## src/rtl/screen_sequencer.sv

```systemverilog
// -----------------------------------------------------------------------------
// screen_sequencer
//
// Sequences the colour-picker UI. USB HID keycodes are turned into screen
// transitions (TITLE / PICK / CONFIRM / ERROR) and, while in PICK, into
// frame-paced cursor moves. A frame watchdog forces the ERROR screen when
// the VGA vertical-sync stops producing frame ticks.
//
// Ports
//   CLK        in   1   system clock
//   Reset_n    in   1   synchronous active-low reset
//   frame_clk  in   1   VGA vsync (synchronous to CLK); a rise is a frame tick
//   keycode    in   8   current HID keycode, 0x00 = no key
//   currScreen out  3   000 TITLE, 001 PICK, 010 CONFIRM, 111 ERROR
//   PickX      out 10   linear cursor x (fixed at CENTER_X)
//   PickY      out 10   linear cursor y
//   pickLRx    out 10   left/right cursor x
//   pickLRy    out 10   left/right cursor y (fixed at LR_Y)
//   close      out  1   close-armed indicator
// -----------------------------------------------------------------------------
module screen_sequencer #(
    parameter int CENTER_X      = 320,
    parameter int CENTER_Y      = 240,
    parameter int RADIUS        = 100,
    parameter int STEP          = 2,
    parameter int LR_Y          = 360,
    parameter int FRAME_TIMEOUT = 1000000
) (
    input  logic       CLK,
    input  logic       Reset_n,
    input  logic       frame_clk,
    input  logic [7:0] keycode,
    output logic [2:0] currScreen,
    output logic [9:0] PickX,
    output logic [9:0] PickY,
    output logic [9:0] pickLRx,
    output logic [9:0] pickLRy,
    output logic       close
);

    typedef enum logic [2:0] {
        S_TITLE   = 3'b000,
        S_PICK    = 3'b001,
        S_CONFIRM = 3'b010,
        S_ERROR   = 3'b111
    } state_t;

    localparam logic [7:0] KEY_ENTER = 8'h28;
    localparam logic [7:0] KEY_ESC   = 8'h29;
    localparam logic [7:0] KEY_W     = 8'h1A;
    localparam logic [7:0] KEY_S     = 8'h16;
    localparam logic [7:0] KEY_A     = 8'h04;
    localparam logic [7:0] KEY_D     = 8'h07;
    localparam logic [7:0] KEY_C     = 8'h06;

    localparam logic signed [10:0] STEP_S = 11'(STEP);
    localparam logic signed [10:0] Y_LO   = 11'(CENTER_Y - RADIUS);
    localparam logic signed [10:0] Y_HI   = 11'(CENTER_Y + RADIUS);
    localparam logic signed [10:0] X_LO   = 11'(CENTER_X - RADIUS);
    localparam logic signed [10:0] X_HI   = 11'(CENTER_X + RADIUS);

    localparam logic [9:0]  CX_10      = 10'(CENTER_X);
    localparam logic [9:0]  CY_10      = 10'(CENTER_Y);
    localparam logic [9:0]  LRY_10     = 10'(LR_Y);
    localparam logic [20:0] WDOG_LIMIT = 21'(FRAME_TIMEOUT);

    // Move a cursor coordinate by a signed delta and clamp it into [lo, hi].
    function automatic logic [9:0] move_sat(
        input logic        [9:0]  cur,
        input logic signed [10:0] delta,
        input logic signed [10:0] lo,
        input logic signed [10:0] hi
    );
        logic signed [10:0] sum;
        sum = $signed({1'b0, cur}) + delta;
        if (sum < lo) begin
            move_sat = lo[9:0];
        end else if (sum > hi) begin
            move_sat = hi[9:0];
        end else begin
            move_sat = sum[9:0];
        end
    endfunction

    // Saturating increment so a long stall never wraps back below the limit.
    function automatic logic [20:0] wdog_inc(input logic [20:0] cnt);
        if (&cnt) begin
            wdog_inc = cnt;
        end else begin
            wdog_inc = cnt + 21'd1;
        end
    endfunction

    state_t      state_q, state_d;
    logic        close_q, close_d;
    logic [9:0]  picky_q, picky_d;
    logic [9:0]  lrx_q, lrx_d;
    logic [7:0]  key_q;
    logic        frame_q;
    logic [20:0] wdog_q, wdog_d;

    logic tick;
    logic press;
    logic expired;

    assign tick    = frame_clk & ~frame_q;
    assign press   = (keycode != key_q) && (keycode != 8'h00);
    // A tick in the same cycle clears the count, so it suppresses expiry.
    assign expired = (wdog_q >= WDOG_LIMIT) && !tick;
    assign wdog_d  = tick ? 21'd0 : wdog_inc(wdog_q);

    always_comb begin
        state_d = state_q;
        close_d = close_q;
        picky_d = picky_q;
        lrx_d   = lrx_q;

        if (expired && (state_q != S_ERROR)) begin
            // Watchdog expiry outranks every key event and cursor move.
            state_d = S_ERROR;
        end else begin
            case (state_q)
                S_TITLE: begin
                    if (press && (keycode == KEY_ENTER)) begin
                        state_d = S_PICK;
                        picky_d = CY_10;
                        lrx_d   = CX_10;
                    end
                end
                S_PICK: begin
                    if (press) begin
                        case (keycode)
                            KEY_C:     close_d = ~close_q;
                            KEY_ENTER: begin
                                if (close_q) begin
                                    state_d = S_TITLE;
                                    close_d = 1'b0;
                                end else begin
                                    state_d = S_CONFIRM;
                                end
                            end
                            KEY_ESC: begin
                                state_d = S_TITLE;
                                close_d = 1'b0;
                            end
                            default: ;
                        endcase
                    end
                    // Moves follow the held key level, and only when we stay in PICK.
                    if (tick && (state_d == S_PICK)) begin
                        case (keycode)
                            KEY_W:   picky_d = move_sat(picky_q, -STEP_S, Y_LO, Y_HI);
                            KEY_S:   picky_d = move_sat(picky_q,  STEP_S, Y_LO, Y_HI);
                            KEY_A:   lrx_d   = move_sat(lrx_q,   -STEP_S, X_LO, X_HI);
                            KEY_D:   lrx_d   = move_sat(lrx_q,    STEP_S, X_LO, X_HI);
                            default: ;
                        endcase
                    end
                end
                S_CONFIRM: begin
                    if (press && (keycode == KEY_ENTER)) begin
                        state_d = S_PICK;
                    end else if (press && (keycode == KEY_ESC)) begin
                        state_d = S_TITLE;
                    end
                end
                S_ERROR: begin
                    if (press && (keycode == KEY_ESC)) begin
                        state_d = S_TITLE;
                        picky_d = CY_10;
                        lrx_d   = CX_10;
                        close_d = 1'b0;
                    end
                end
                default: begin
                    state_d = S_TITLE;
                end
            endcase
        end
    end

    always_ff @(posedge CLK) begin
        if (!Reset_n) begin
            state_q <= S_TITLE;
            close_q <= 1'b0;
            picky_q <= CY_10;
            lrx_q   <= CX_10;
            key_q   <= 8'h00;
            frame_q <= 1'b0;
            wdog_q  <= 21'd0;
        end else begin
            state_q <= state_d;
            close_q <= close_d;
            picky_q <= picky_d;
            lrx_q   <= lrx_d;
            key_q   <= keycode;
            frame_q <= frame_clk;
            wdog_q  <= wdog_d;
        end
    end

    assign currScreen = state_q;
    assign PickX      = CX_10;
    assign PickY      = picky_q;
    assign pickLRx    = lrx_q;
    assign pickLRy    = LRY_10;
    assign close      = close_q;

endmodule

```

## config.mk

```make
export PLATFORM = sky130hd
export DESIGN_NAME = screen_sequencer
export DESIGN_NICKNAME = d
export VERILOG_FILES = /design/src/rtl/screen_sequencer.sv
export SDC_FILE = /design/constraint.sdc
export NUM_CORES = 1
export LEC_CHECK = 0
export CAP_MARGIN = 5
export CORE_MARGIN = 5
export CORE_UTILIZATION = 52
export CTS_CLUSTER_SIZE = 14
export DETAILED_ROUTE_END_ITERATION = 7
export PLACE_DENSITY = 0.78
export SYNTH_ARGS = -nofsm -noshare
export SYNTH_HDL_FRONTEND = slang
export SYNTH_SLANG_ARGS = --single-unit
export TNS_END_PERCENT = 100
```

## constraint.sdc

```tcl
create_clock -name CLK -period 3.2 [get_ports CLK]
set_clock_uncertainty 0.1 [all_clocks]
set_input_delay 0.8 -clock CLK [delete_from_list [all_inputs] [get_ports CLK]]
set_output_delay 0.8 -clock CLK [all_outputs]
set_load 0.05 [all_outputs]
```

# Yosys cells after proc, flatten, opt, wreduce, memory -nomap -nowiden

Cells that the tools add are included.

Word-level logic and storage cells: 96
Input port bits: 11
Output and inout bits: 44
Bits in registers: 54

Bitwise logic cells: 5
Add/sub/neg operators: 5
Multiplexer cells: 32
Reductions and logical operators: 17
Order comparisons: 9
Equality and inequality tests: 21

Operator list:

| kind                                                  | count |
|---|---|
| two-way mux 10 bit                                    | 14 |
| case mux 10 bit (3 select lines)                      | 2 |
| > comparator 11 x 10 -> 1 bit, second input constant  | 4 |
| < comparator 11 x 9 -> 1 bit, second input constant   | 4 |
| case mux 10 bit (2 select lines)                      | 2 |
| == test 8 x 3 -> 1 bit, second input constant         | 3 |
| adder 10 x 2 -> 11 bit, second input constant         | 2 |
| adder 11 x 2 -> 11 bit, second input constant         | 2 |
| adder 21 x 1 -> 21 bit, second input constant         | 1 |
| >= comparator 21 x 20 -> 1 bit, second input constant | 1 |
| two-way mux 3 bit                                     | 7 |
| AND reduction 21 bit                                  | 1 |
| == test 8 x 5 -> 1 bit, second input constant         | 2 |
| == test 8 x 6 -> 1 bit, second input constant         | 2 |
| case mux 3 bit (4 select lines)                       | 1 |
| AND reduction 6 bit                                   | 2 |
| != test 2 bit, second input constant                  | 4 |
| != test 8 bit                                         | 1 |
| nonzero test 8 bit                                    | 1 |
| == test 3 x 1 -> 1 bit, second input constant         | 2 |
| logical AND 1 bit                                     | 6 |
| != test 3 x 2 -> 1 bit, second input constant         | 2 |
| != test 3 bit, second input constant                  | 2 |
| case mux 3 bit (2 select lines)                       | 1 |
| other kinds (14)                                      | 20 |

# Logic depth before layout (Yosys ltp)

Depth in word-level cells: 10
Gate-level depth with buffers: 13
Mapped depth without buffers: 10

# Worst setup path after synthesis

OpenSTA, ideal clock, no wires.

Path kind: reg-to-reg
Start point: register picky_q[1], in the netlist PickY[1]
End point: register picky_q[6], in the netlist PickY[6]
Cell stages (with the launch flop): 13
Path slack: -0.269 ns
Library setup time: 0.116 ns
Arrival: 3.253 ns
Buffers on the path: 2
Clock period less this slack: 3.469 ns
Required time: 2.984 ns
Cells stage by stage: dfxtp_1 > clkbuf_1 > inv_1 > ha_1 > clkbuf_1 > a21bo_2 > a21oi_1 > o21ai_0 > a21oi_1 > o31ai_1 > a21oi_1 > or4_1 > o211a_1

Longest elaborated chain between the ends: 7
Elaborated cells between the ends (all ways): 13
Classes of those cells: add/sub: 2; order compare: 4; mux: 7

RTL lines:

| item                                                                    | RTL line | RTL |
|---|---|---|
| from (decl)                                                             | 96       | `logic [9:0] picky_q, picky_d;` |
| from (signal assigned)                                                  | 194      | `picky_q <= picky_d;` |
| adder 11 x 2 -> 11 bit / adder 10 x 2 -> 11 bit (equally long branches) | 75       | `sum = $signed({1'b0, cur}) + delta;` |
| > comparator 11 x 10 -> 1 bit                                           | 78       | `end else if (sum > hi) begin` |
| two-way mux 10 bit                                                      | 78       |  |
| two-way mux 10 bit                                                      | 76       | `if (sum < lo) begin` |
| case mux 10 bit (2 select lines) (*)                                    | 151      | `case (keycode)` |
| two-way mux 10 bit (*)                                                  | 150      | `if (tick && (state_d == S_PICK)) begin` |
| case mux 10 bit (3 select lines) (*)                                    | 122      | `case (state_q)` |

Every way passes the cells marked *; elsewhere a longest branch is shown, timed or not. The select of a mux whose other input is x is not followed.
A chain may end at the register's enable or synchronous reset.

# Worst setup path in the final report

Start point: input port keycode[0]
End point: register picky_q[6], in the netlist PickY[6]

Longest elaborated chain between the ends: 9
Elaborated cells between the ends (all ways): 23
Classes of those cells: eq/ne: 10; mux: 7; reduce/logical: 6

RTL lines:

| item                                                                        | RTL line | RTL |
|---|---|---|
| from (decl)                                                                 | 32       | `input logic [7:0] keycode,` |
| == test 8 x 6 -> 1 bit (tied with other cells)                              | 132, 168 |  |
| case mux 3 bit (2 select lines) / logical AND 1 bit (equally long branches) | 132, 107 |  |
| two-way mux 3 bit                                                           | 131      | `if (press) begin` |
| two-way mux 3 bit                                                           | 122      |  |
| two-way mux 3 bit                                                           | 118      | `if (expired && (state_q != S_ERROR)) begin` |
| == test 3 x 1 -> 1 bit                                                      | 150      |  |
| logical AND 1 bit                                                           | 150      |  |
| != test 2 bit (no source line)                                              | n/a      |  |
| AND reduction 6 bit (no source line)                                        | n/a      |  |

Parallel ways exist; a longest one is shown, timed or not. The select of a mux whose other input is x is not followed.

==> results.tsv <==
metric	value	unit
share of cells above drive strength 1	14.87	%
global route total overflow	0	
DRT antenna net count	0	
P_int	0.8527	mW
TritonCTS clock tree	built	
Leak Pwr	2.141	nW
slew margin rel.	56.51	%
Synth Area in XOR/XNOR	7.180	%
Fin. Hold Viols	0	
Netlist Area Pre-Place	0.004757	mm²
Die X	105.6	µm
Port-buffer cells	32	
ys async rst share	0	%
cts bufs inserted	5	
post-route minimum period	3.123	ns
Clock Sinks	52	
# setup viols final	0	
largest family of logic cells by synthesized area	simple AND/OR/NAND/NOR gates	
Slew Limit Fails	0	
Multi-input gate area	0.003387	mm²
Distinct cells, synth	86	
FILL cells	823	
post-DP HPWL	10000	µm
nature of the critical path startpoint	input port	
Die Y	105.6	µm
RSZ-0062 raised after global routing	false	
total power draw	1.187	mW
commonest non-fill, non-tap cell in the layout	nor2_1	
fin crit share	97.60	%
Most used DFF post-synth	dfxtp_1	
Total Wirelength	13450	µm
area post-placement	0.005395	mm²
Avg Inst Size Synth	7.208	µm²
CP arrival	3.23	ns
synthesized instance count	660	
post-route insts no fill	824	
HP Class	flip-flop to flip-flop	
Initial DRC Count	384	
mux share of post-synthesis cell area	1.289	%
final worst slack	0.07680	ns
Routed wire per std cell	16.33	µm
vias in the first global route	4735	
Post-synth EDFFs	0	
Slowest cell on crit path	or4_1	
H-tree Lvls	2	
Net Sw Power	0.3348	mW
critical path's largest stage delay	0.51	ns
Final Cell Area	0.005539	mm²
hold_ws	0.3874	ns
first-pass GRT wire length	22220	µm
run status	finished clean	
FF+latch count, synth	52	
ant diodes	0	
CP Data Required Time	3.30	ns
number of top-level design ports	55	
via/cell ratio	6.229	
core area	0.009065	mm²
Worst-Margin Slew	0.6514	ns
Setup TNS Final	0	ns
Die ar.	0.01116	mm²
Compound-Gate Fraction of Synth Area	25.36	%
Routability Congestion	0.9770	
Setup crit end kind	flip-flop	
combinational share of power	12.4	%
Max Cap Viol	0	
DRC viols	0	
Reg power frac	55.5	%
most frequent cells in the layout	nor2_1, buf_4, nand2_1, dfxtp_1, a21oi_1	
All-Layer GR Usage	23.33	%
Peak Freq	320.2	MHz
maximum vdd ir drop	0.2116	mV
1st-pass router iterations	5	
crit-path cells	clkdlybuf4s50_1, xnor2_1, nand4_1, o21a_1, or2_2, or3_1, or4_1, o211a_1	
Simple-Gate Fraction of Synth Area	33.46	%
clk buf depth	2	
site row count	35	
placed insts	815	
clock power share	32.0	%
Reg area	0.001045	mm²
Post-CTS Hold Fix Bufs	0	
switching share of power	28.19	%
setup slack at placement	-0.3749	ns
antenna violations before repair	0	
clock slew seen by the registers of the worst setup and hold paths	0.10	ns
largest net degree at the start of global routing	24	
Adder-Cell Fraction of Synth Area	1.578	%
Clock Latency Late Sink	0.31	ns
Syn. warnings	0	
post-layout util	61.10	%
vias post-DR	5133	
critical path type	input port to flip-flop	
fin nets	729	
Seq/Total Area, Yosys	21.88	%
CTS root buf	clkbuf_8	
starting density of the core	52.48	%
Power Dens Cells	214.4	mW/mm²
critical path fanouts, max	3	
synthesis-to-finish area growth	16.44	%
worst paths after layout:
kind	start	to	slack, ns	cells after the start
setup reg to reg	pickLRx[1]	pickLRx[4]	0.18	9
setup / recovery	keycode[0]	PickY[6]	0.08	8
hold reg to reg	PickY[1]	PickY[1]	0.39	2
hold / removal	PickY[1]	PickY[1]	0.39	2
state kept, by name (all words and copies together) (netlist names):
name and count:
wdog_q 21, PickY 9, pickLRx 9, key_q 8, currScreen 3, close 1
frame_q 1
logic make-up (layout without fill, tap and decap cells):
logic type,after synthesis,after routing
adders and majority gates,6,6
AOI/OAI and AO/OA,173,173
buffers and inverters,88,121
muxes,6,6
xor gates and xnor gates,39,39
DFF,52,52
and+or+nand+nor,294,294
other,2,22
power by group through the flow:
| stage | clock, mW | sequential [mW] | combinational, mW |
|---|---|---|---|
| floorplan | 0 | 0.674 | 0.123 |
| global placement | 0 | 0.674 | 0.142 |
| detailed placement | 0 | 0.674 | 0.145 |
| CTS | 0.391 | 0.660 | 0.146 |
| global route | 0.422 | 0.661 | 0.157 |
| finish | 0.380 | 0.659 | 0.148 |
layout make-up:
cell class              count  share of cell area [%]
repair buffers             95                   14.64
multi-input cells         540                   61.15
clock inverters             3                  0.3840
well taps                 111                   2.507
flip-flops and latches     52                   18.86
inverters                  18                   1.220
clock buffers               5                   1.242
what timing repair did:
item | 4_1_cts | 5_1_grt
pin swaps | 0 | 5
resized for setup | 2 | 11
buffers inserted | 0 | 1
setup endpoints to repair | 4 | 5
synth_stat cells, types with 5 or more instances:
library cell  number  area share [%]
nor4b_1            6             1.1
xnor2_1           20             3.7
nor3_1            17             1.8
buf_4             22             3.5
dfxtp_1           52              22
o31ai_1            8             1.3
nor3b_1            5            0.79
nand2b_1          11             1.4
ha_1               6             1.6
o21ai_0           29             3.1
nor4_1            11             1.4
clkbuf_1          40             3.2
and3_1             9             1.2
inv_1             17             1.3
mux2i_1            5             1.1
a211oi_1           6            0.95
and2_1            13             1.7
nor2_1            67             5.3
nand3_1           18             1.9
a21oi_1           42             4.4
nand4_1           19             2.5
xor2_1            19             3.5
nor2b_1           11             1.4
or3_1             18             2.4
or4_1             10             1.6
nand2_1           52             4.1
a31oi_1           11             1.4
routing by layer:
metal	routed length, µm	up-vias	global-route usage [%]
met3	909	25	3.797
met5	0	-	0
li1	-	2486	-
met1	5675	2407	30.13
met2	6609	215	39.89
met4	257	0	6.938
critical path, delay by kind of cell:
family	cells	cell delay, ns
simple gates	4	1.42
compound gates	2	0.39
buf+inv	1	0.49
xor+xnor	1	0.13
Note: power is estimated with default switching activity, not from simulation.
